--- config.mk ---
export PLATFORM = sky130hd
export DESIGN_NAME = crc32_arbiter
export DESIGN_NICKNAME = d
export VERILOG_FILES = /design/src/rtl/crc32_arbiter.sv
export SDC_FILE = /design/constraint.sdc
export NUM_CORES = 1
export LEC_CHECK = 0
export ABC_AREA = 1
export CORE_MARGIN = 4
export CORE_UTILIZATION = 41
export DETAILED_ROUTE_END_ITERATION = 8
export GPL_TIMING_DRIVEN = 0
export PLACE_DENSITY = 0.92
export SYNTH_ARGS = -nofsm -noshare
export SYNTH_HDL_FRONTEND = slang
export SYNTH_SLANG_ARGS = --single-unit
export TNS_END_PERCENT = 20
--- constraint.sdc ---
create_clock -name clk -period 2.2 [get_ports clk]
set_input_delay 0.44 -clock clk [delete_from_list [all_inputs] [get_ports clk]]
set_output_delay 0.44 -clock clk [all_outputs]
set_load 0.005 [all_outputs]
--- src/rtl/crc32_arbiter.sv ---
// Round-robin front end that time-shares one crc32_calculator between NUM_REQ requesters.
// One word per transaction: grant, issue, wait for done (with watchdog), respond.
module crc32_arbiter #(
    parameter int NUM_REQ        = 4,
    parameter int ID_W           = (NUM_REQ > 1) ? $clog2(NUM_REQ) : 1,
    parameter int TIMEOUT_CYCLES = 64
) (
    input  logic                    clk,
    input  logic                    rst_n,
    input  logic [NUM_REQ-1:0]      req_valid,
    input  logic [NUM_REQ*32-1:0]   req_data,
    output logic [NUM_REQ-1:0]      req_ready,
    output logic [NUM_REQ-1:0]      rsp_valid,
    output logic [31:0]             rsp_crc,
    output logic                    rsp_error,
    output logic [31:0]             eng_data_in,
    output logic                    eng_start,
    output logic                    eng_data_valid,
    input  logic [31:0]             eng_crc_out,
    input  logic                    eng_done,
    input  logic                    eng_ready,
    output logic                    busy,
    output logic [ID_W-1:0]         grant_id,
    output logic                    timeout_flag
);

    localparam int CNT_W = $clog2(TIMEOUT_CYCLES + 1);

    if (NUM_REQ < 2 || NUM_REQ > 16) begin : g_bad_num_req
        $error("crc32_arbiter: NUM_REQ must be in 2..16");
    end
    if (TIMEOUT_CYCLES < 2) begin : g_bad_timeout
        $error("crc32_arbiter: TIMEOUT_CYCLES must be >= 2");
    end

    typedef enum logic [1:0] {
        IDLE,
        ISSUE,
        WAIT_DONE,
        RESPOND
    } state_t;

    state_t                 r_state;
    state_t                 w_state_nxt;

    logic [ID_W-1:0]        r_last;
    logic [CNT_W-1:0]       r_cnt;
    logic [NUM_REQ-1:0]     r_req_ready;
    logic [NUM_REQ-1:0]     r_rsp_valid;
    logic [31:0]            r_rsp_crc;
    logic                   r_rsp_error;
    logic [31:0]            r_word;
    logic                   r_issue;
    logic                   r_busy;
    logic [ID_W-1:0]        r_grant;
    logic                   r_timeout;

    logic                   w_pick_found;
    logic [ID_W-1:0]        w_pick_idx;
    logic [ID_W:0]          w_scan;
    logic [31:0]            w_pick_word;
    logic                   w_grant_go;
    logic                   w_done_ok;
    logic                   w_timeout;

    // Rotating priority: scan upward from the requester after the last one served.
    always_comb begin
        w_pick_found = 1'b0;
        w_pick_idx   = '0;
        w_scan       = '0;
        for (int k = 1; k <= NUM_REQ; k++) begin
            w_scan = {1'b0, r_last} + (ID_W+1)'(k);
            if (w_scan >= (ID_W+1)'(NUM_REQ)) begin
                w_scan = w_scan - (ID_W+1)'(NUM_REQ);
            end
            if (!w_pick_found && req_valid[w_scan[ID_W-1:0]]) begin
                w_pick_found = 1'b1;
                w_pick_idx   = w_scan[ID_W-1:0];
            end
        end
    end

    always_comb begin
        w_pick_word = '0;
        for (int i = 0; i < NUM_REQ; i++) begin
            if (w_pick_idx == ID_W'(i)) begin
                w_pick_word = req_data[32*i +: 32];
            end
        end
    end

    always_comb begin
        w_state_nxt = r_state;
        w_grant_go  = 1'b0;
        w_done_ok   = 1'b0;
        w_timeout   = 1'b0;
        case (r_state)
            IDLE: begin
                if (w_pick_found && eng_ready) begin
                    w_grant_go  = 1'b1;
                    w_state_nxt = ISSUE;
                end
            end
            ISSUE: begin
                w_state_nxt = WAIT_DONE;
            end
            WAIT_DONE: begin
                // done takes precedence over a watchdog expiring on the same cycle
                if (eng_done) begin
                    w_done_ok   = 1'b1;
                    w_state_nxt = RESPOND;
                end else if (r_cnt == CNT_W'(TIMEOUT_CYCLES - 1)) begin
                    w_timeout   = 1'b1;
                    w_state_nxt = RESPOND;
                end
            end
            RESPOND: begin
                w_state_nxt = IDLE;
            end
            default: begin
                w_state_nxt = IDLE;
            end
        endcase
    end

    always_ff @(posedge clk or negedge rst_n) begin
        if (!rst_n) begin
            r_state <= IDLE;
        end else begin
            r_state <= w_state_nxt;
        end
    end

    // Counter is 0 in ISSUE and counts every cycle, so an abort lands TIMEOUT_CYCLES after ISSUE.
    always_ff @(posedge clk or negedge rst_n) begin
        if (!rst_n) begin
            r_last      <= ID_W'(NUM_REQ - 1);
            r_cnt       <= '0;
            r_req_ready <= '0;
            r_rsp_valid <= '0;
            r_rsp_crc   <= '0;
            r_rsp_error <= 1'b0;
            r_word      <= '0;
            r_issue     <= 1'b0;
            r_busy      <= 1'b0;
            r_grant     <= '0;
            r_timeout   <= 1'b0;
        end else begin
            r_req_ready <= '0;
            r_rsp_valid <= '0;
            r_issue     <= 1'b0;
            r_busy      <= (w_state_nxt != IDLE);

            if (w_grant_go) begin
                r_cnt       <= '0;
                r_req_ready <= {{(NUM_REQ-1){1'b0}}, 1'b1} << w_pick_idx;
                r_issue     <= 1'b1;
                r_word      <= w_pick_word;
                r_grant     <= w_pick_idx;
            end else if (r_state == ISSUE || r_state == WAIT_DONE) begin
                r_cnt <= r_cnt + CNT_W'(1);
            end

            if (w_done_ok) begin
                r_rsp_crc   <= eng_crc_out;
                r_rsp_error <= 1'b0;
                r_rsp_valid <= {{(NUM_REQ-1){1'b0}}, 1'b1} << r_grant;
            end else if (w_timeout) begin
                r_rsp_crc   <= '0;
                r_rsp_error <= 1'b1;
                r_timeout   <= 1'b1;
                r_rsp_valid <= {{(NUM_REQ-1){1'b0}}, 1'b1} << r_grant;
            end

            if (r_state == RESPOND) begin
                r_last <= r_grant;
            end
        end
    end

    assign req_ready      = r_req_ready;
    assign rsp_valid      = r_rsp_valid;
    assign rsp_crc        = r_rsp_crc;
    assign rsp_error      = r_rsp_error;
    assign eng_data_in    = r_word;
    assign eng_start      = r_issue;
    assign eng_data_valid = r_issue;
    assign busy           = r_busy;
    assign grant_id       = r_grant;
    assign timeout_flag   = r_timeout;

endmodule

Yosys cells after proc, flatten, opt, wreduce, memory -nomap -nowiden
Index checks and enable logic that the tools add are counted.
{"block": "classes", "n_eq_ne": 7, "bitwise_logic": 1, "add_sub_neg": 9, "muxes": 45, "n_shift": 2, "order_cmp": 8, "reduce_logical": 14}
{"op": "$mux W32", "count": 6}
{"op": "$mux W2", "count": 11}
{"op": "$mux W1", "count": 18}
{"op": "$mux W7", "count": 2}
{"op": "$ge A3 B3 Y1 const B", "count": 4}
{"op": "$lt A2 B3 Y1 const B", "count": 4}
{"op": "$mux W4", "count": 3}
{"op": "$bmux W1 S2", "count": 4}
{"op": "$eq A2 B2 Y1 const B", "count": 4}
{"op": "$pmux W2 S4", "count": 1}
{"op": "$shl A1 B2 Y4 const A", "count": 2}
{"op": "$sub A2 B1 Y2 const B", "count": 4}
{"op": "$add A7 B1 Y7 const B", "count": 1}
{"op": "$eq A7 B6 Y1 const B", "count": 1}
{"op": "$add A2 B2 Y3 const B", "count": 2}
{"op": "$reduce_bool A2 Y1", "count": 3}
{"op": "$eq A2 B1 Y1 const B", "count": 2}
{"op": "$logic_and A1 B1 Y1", "count": 4}
{"op": "$logic_not A2 Y1", "count": 2}
{"op": "$add A2 B1 Y3 const B", "count": 1}
{"op": "$add A2 B3 Y3 const B", "count": 1}
{"op": "$logic_not A1 Y1", "count": 3}
{"op": "$reduce_and A2 Y1", "count": 1}
{"op": "$logic_or A1 B1 Y1", "count": 1}
{"op": "$not A1 Y1", "count": 1}
{"block": "totals", "wordCells": 98, "reg_bits": 89}

Longest topological paths before layout
Gate-level depths: netlist (run 1).
{"block": "logic_depth", "depth_word": 20, "ltp_mapped": 17}

Worst setup path before layout (run 1)
No wires, ideal clock.
{"block": "synth_path", "path_kind": "flip-flop to flip-flop", "from": "register r_last[1]", "to": "register r_word[11] (netlist: eng_data_in[11])", "required_time_ns": 2.084, "setup_ns": 0.116, "n_path_buf": 3, "stages_incl_launch_ff": 17, "period_less_slack_ns": 1.948, "slack_ns": 0.252, "arrival_time_ns": 1.832, "cell_sequence": "dfstp_2 -> buf_4 -> inv_2 -> nand2_2 -> nand2_2 -> nand2_2 -> nand2_4 -> nor2_4 -> nand4_2 -> nand2_4 -> inv_2 -> buf_6 -> buf_6 -> nand3_2 -> nand4_1 -> nand2_1 -> nand2_1"}
{"block": "synth_between", "elab_chain_len": 20, "word_cells_on_any_way": 49, "cone_classes": "add/sub (8); order compare (4); eq/ne (3); mux (26); reduce/logical (8)"}
{"element": "from (decl)", "line_no": "46", "rtl": "logic [ID_W-1:0] r_last;"}
{"element": "from (signal assigned)", "line_no": "137", "rtl": "r_last <= ID_W'(NUM_REQ - 1);"}
{"element": "from (signal assigned)", "line_no": "176", "rtl": "r_last <= r_grant;"}
{"element": "$add A2 B1 Y3", "line_no": "72", "rtl": "w_scan = {1'b0, r_last} + (ID_W+1)'(k);"}
{"element": "$ge A3 B3 Y1 or $sub A2 B1 Y2 (tied branches)", "line_no": "73, 74"}
{"element": "$mux W2", "line_no": "73", "rtl": "if (w_scan >= (ID_W+1)'(NUM_REQ)) begin"}
{"element": "$bmux W1 S2", "line_no": "76", "rtl": "if (!w_pick_found && req_valid[w_scan[ID_W-1:0]]) begin"}
{"element": "$mux W1 (not written as such)", "line_no": "76"}
{"element": "$mux W1", "line_no": "76"}
{"element": "$logic_not A1 Y1", "line_no": "76"}
{"element": "$logic_and A1 B1 Y1", "line_no": "76"}
{"element": "$mux W1", "line_no": "76"}
{"element": "$logic_not A1 Y1", "line_no": "76"}
{"element": "$logic_and A1 B1 Y1", "line_no": "76"}
{"element": "$mux W1", "line_no": "76"}
{"element": "$logic_not A1 Y1", "line_no": "76"}
{"element": "$logic_and A1 B1 Y1", "line_no": "76"}
{"element": "$mux W2", "line_no": "76"}
{"element": "$logic_not A2 Y1", "line_no": "86", "rtl": "if (w_pick_idx == ID_W'(i)) begin"}
{"element": "$mux W32 (4 in series)", "line_no": "86"}
{"element": "to (signal assigned)", "line_no": "158", "rtl": "r_word <= w_pick_word;"}
{"element": "to (decl)", "line_no": "52", "rtl": "logic [31:0] r_word;"}
Several ways; a longest one is shown, not always the timed one. The select of a mux whose other input is x is not followed.
A chain may end at the register's enable or synchronous reset.

Worst setup path after layout (run 1)
{"block": "layout_path", "from": "register r_last[0]", "to": "register r_word[3] (netlist: eng_data_in[3])"}
Same word-level chain as after synthesis.

==> insert_results.sql, run 1 <==
INSERT INTO impl_metrics (metric_group, metric, value, unit) VALUES
('timing', 'finClkSkew', '0.00968', 'ns'),
('grt', 'globalRoute.totalOverflow', '0', ''),
('synthesis', 'synth.lib_cells_used.distinct', '42', ''),
('synthesis', 'postSynthNetCount', '758', ''),
('timing', 'final_setup_fails', '9', ''),
('synthesis', 'ys_warn_count', '0', ''),
('timing', 'tcrit_tclk_final', '102', '%'),
('synthesis', 'yosysSeqAreaShare', '45.5', '%'),
('timing', 'hold_violations', '0', ''),
('routing', 'drt-vias-per-instance', '5.26', ''),
('floorplan', 'die_width', '117', 'um'),
('routing', 'drcViolationCount', '0', ''),
('critical_path', 'crit_slowest_cell', 'sky130_fd_sc_hd__dfstp_2', ''),
('pwr', 'p_leak', '3.86', 'nW'),
('finish', 'num-fill-cells', '814', ''),
('finish', 'multi_input_comb_area', '0.00235', 'mm^2'),
('synthesis', 'netlist_area_before_placement', '0.00490', 'mm^2'),
('floorplan', 'die_area', '0.0138', 'mm^2'),
('floorplan', 'ios', '247', ''),
('routing', 'detail_route.first_pass.iterations', '4', ''),
('grt', 'antenna_found_initial', '0', ''),
('floorplan', 'core_area', '0.0116', 'mm^2'),
('synthesis', 'postSynthRegisterBits', '89', ''),
('finish', 'area.growth.synth_to_final', '69.4', '%'),
('routing', 'totalWireLength', '17700', 'um'),
('synthesis', 'synthesis.instances', '585', ''),
('timing', 'tightest_slew', '0.674', 'ns'),
('grt', 'grt_first_pass_wirelength', '25300', 'um'),
('place', 'detailed_place.area', '0.00755', 'mm^2'),
('critical_path', 'path_buf_inv', '4', ''),
('clock_network', 'cts_tree', 'yes', ''),
('floorplan', 'floorplan.die.height', '117', 'um'),
('timing', 'grt_setup_unrepaired', 'true', ''),
('critical_path', 'kind_of_cell_adding_the_most_delay_to_the_critical_path', 'simple AND/OR/NAND/NOR gates', ''),
('critical_path', 'critical_path.endpoint_type', 'register', ''),
('finish', 'post_route_cells_drive_above_1_share', '14.8', '%'),
('critical_path', 'cp_data_arrival_time', '2.44', 'ns'),
('clock_network', 'cts.htree.levels', '3', ''),
('worst_hold_path', 'min-delay-path-class', 'input port to async pin', ''),
('clock_network', 'cts_buffer_depth', '2', ''),
('critical_path', 'critPathKind', 'register to register', ''),
('clock_network', 'cts-buffers-inserted', '9', ''),
('place', 'gpl.final_weighted_congestion', '0.886', ''),
('finish', 'seqCellArea', '0.00223', 'mm^2'),
('critical_path', 'worst-path-max-fanout', '10', ''),
('critical_path', 'cp-start-kind', 'register', ''),
('timing', 'worst_slack', '-0.0348', 'ns'),
('place', 'pre_cts_slack', '-0.378', 'ns'),
('synthesis', 'syn_avg_cell_area', '8.37', 'um^2'),
('critical_path', 'path_cells', 'buf_6, inv_8, nand2_2, nand2_2, nand2_2, nand2_4, nor2_4, nand3_2, nand2_4, nand2_8, buf_8, buf_12, nand3_2, nand4_1, nand2_1, nand2_1', ''),
('clock_network', 'root_driver', 'sky130_fd_sc_hd__clkbuf_16', ''),
('finish', 'antenna_cells', '0', ''),
('synthesis', 'synth_top_flop_cell', 'sky130_fd_sc_hd__dfrtp_1', ''),
('clock_network', 'holdBufCountCts', '0', ''),
('pwr', 'power.density', '1650', 'mW/mm^2'),
('status', 'failed_checks', 'setup timing', ''),
('routing', 'route.antenna.remaining_nets', '0', ''),
('place', 'hpwlAfterDp', '13300', 'um'),
('timing', 'fin_crit', '2.23', 'ns'),
('finish', 'instances_no_fill', '1006', ''),
('routing', 'drt-initial-drc-count', '305', ''),
('pwr', 'power.total', '13.7', 'mW'),
('routing', 'post_drt_wl_per_cell', '17.6', 'um'),
('job', 'max-cap-violations', '0', ''),
('critical_path', 'critical-path-max-stage-delay', '0.53', 'ns'),
('finish', 'layout.cells.most_common', 'sky130_fd_sc_hd__clkdlybuf4s50_1', ''),
('status', 'status', 'finished with violations', ''),
('timing', 'fmax', '447', 'MHz'),
('floorplan', 'initial_utilization', '42.3', '%'),
('clock_network', 'clock_transition_time_at_the_flip_flop_clock_pins_of_the_worst_setup_and_hold_paths', '0.06', 'ns'),
('floorplan', 'fp-row-count', '39', '');
-- worst paths after layout --
check                              from        endpoint  slack [ns]  cells after the start
max                           r_last[0]  eng_data_in[3]       -0.03                     16
min                               rst_n      rsp_crc[8]        0.13                      1
max reg2reg                   r_last[0]  eng_data_in[3]       -0.03                     16
min reg2reg                timeout_flag    timeout_flag        0.48                      1
max in group asynchronous         rst_n        r_cnt[2]        1.41                      2
min in group clk           timeout_flag    timeout_flag        0.48                      1
-- where the power goes --
| part | leakage, nW | total, mW | internal, mW | switching [mW] |
|---|---|---|---|---|
| logic | 2.60 | 9.35 | 4.44 | 4.90 |
| registers | 1.10 | 2.76 | 2.36 | 0.403 |
| clock network | 0.153 | 1.55 | 0.915 | 0.633 |
| total | 3.86 | 13.7 | 7.72 | 5.94 |
-- cell usage after synthesis, types with 2 or more instances --
cell / instances / area [um^2]
sky130_fd_sc_hd__dfstp_2: 2 / 52.6
sky130_fd_sc_hd__nand3_2: 12 / 120
sky130_fd_sc_hd__buf_1: 2 / 7.51
sky130_fd_sc_hd__clkbuf_1: 5 / 18.8
sky130_fd_sc_hd__a22o_1: 32 / 280
sky130_fd_sc_hd__buf_2: 16 / 80.1
sky130_fd_sc_hd__nand4_1: 12 / 75.1
sky130_fd_sc_hd__or2_0: 9 / 56.3
sky130_fd_sc_hd__or2_1: 4 / 25.0
sky130_fd_sc_hd__nor2_1: 8 / 30.0
sky130_fd_sc_hd__a21oi_1: 5 / 25.0
sky130_fd_sc_hd__nand2_4: 5 / 56.3
sky130_fd_sc_hd__inv_2: 5 / 18.8
sky130_fd_sc_hd__o21a_1: 15 / 113
sky130_fd_sc_hd__nand2_2: 8 / 50.1
sky130_fd_sc_hd__buf_4: 5 / 37.5
sky130_fd_sc_hd__inv_1: 46 / 173
sky130_fd_sc_hd__o21ai_1: 15 / 75.1
sky130_fd_sc_hd__dfrtp_1: 87 / 2180
sky130_fd_sc_hd__nand3b_1: 5 / 37.5
sky130_fd_sc_hd__nand3_1: 89 / 445
sky130_fd_sc_hd__nand2_1: 153 / 574
sky130_fd_sc_hd__buf_6: 7 / 78.8
sky130_fd_sc_hd__o21ai_0: 9 / 45.0
sky130_fd_sc_hd__or2_2: 4 / 25.0
sky130_fd_sc_hd__ha_1: 5 / 62.6
sky130_fd_sc_hd__nor3_1: 5 / 25.0
-- registers in the layout, indices dropped and copies added, names as in the netlist --
register,flops
req_ready,4
grant_id,2
rsp_error,1
r_cnt,7
busy,1
rsp_crc,32
r_state,2
rsp_valid,4
timeout_flag,1
eng_data_in,32
eng_data_valid,1
r_last,2
-- metal layers --
metal / global-route usage [%] / up-vias / part of all wire, %
li1: - / 2499 / -
met1: 27.5 / 2483 / 37
met2: 42.0 / 278 / 50
met3: 6.99 / 28 / 11
met4: 7.72 / 0 / 1.9
met5: 0 / - / 0
-- timing repair --
| item | in CTS | in global routing |
|---|---|---|
| gates resized for setup | 29 | 49 |
| setup buffers | 10 | 4 |
| gates cloned | 1 | 2 |
| pin swaps | 11 | 24 |
| setup endpoints to repair | 32 | 73 |
-- cell families after synthesis --
kind of cell               share of synthesized area (%)
AOI/OAI and AO/OA                                   11.4
adders and majority gates                           1.28
buffers and inverters                               9.25
xor gates and xnor gates                           0.179
and+or+nand+nor                                     32.3
DFF                                                 45.5
-- per-stage QoR --
stage,hold WS [ns],TNS [ns],utilization [%]
after floorplan,0.144,0,-
after global placement,0.462,-229.03,65.2
after detailed placement,0.462,-12.11,65.3
after CTS,0.159,-0.0301,69.6
after global routing,0.203,-4.28,71.7
final,0.134,-0.0987,71.7
-- final cells by class --
| cell class | count | area share, % |
|---|---|---|
| Sequential cell | 89 | 26.9 |
| Timing Repair Buffer | 264 | 32.2 |
| Clock inverter | 6 | 0.800 |
| Multi-Input combinational cell | 405 | 28.3 |
| Inverter | 54 | 2.82 |
| Buffer | 35 | 3.92 |
| Tap cell | 143 | 2.16 |
| Clock buffer | 10 | 2.88 |
No activity file was read; power rests on OpenSTA's default activity.
==> run 2, diff against run 1 <==
--- a/config.mk
+++ b/config.mk
@@ -9,6 +9,7 @@
 export CORE_MARGIN = 4
 export CORE_UTILIZATION = 41
 export DETAILED_ROUTE_END_ITERATION = 8
+export GPL_ROUTABILITY_DRIVEN = 0
 export GPL_TIMING_DRIVEN = 0
 export PLACE_DENSITY = 0.92
 export SYNTH_ARGS = -nofsm -noshare
==> results of run 2 <==
The final DEF is identical to that of run 1; final timing and power are the same.
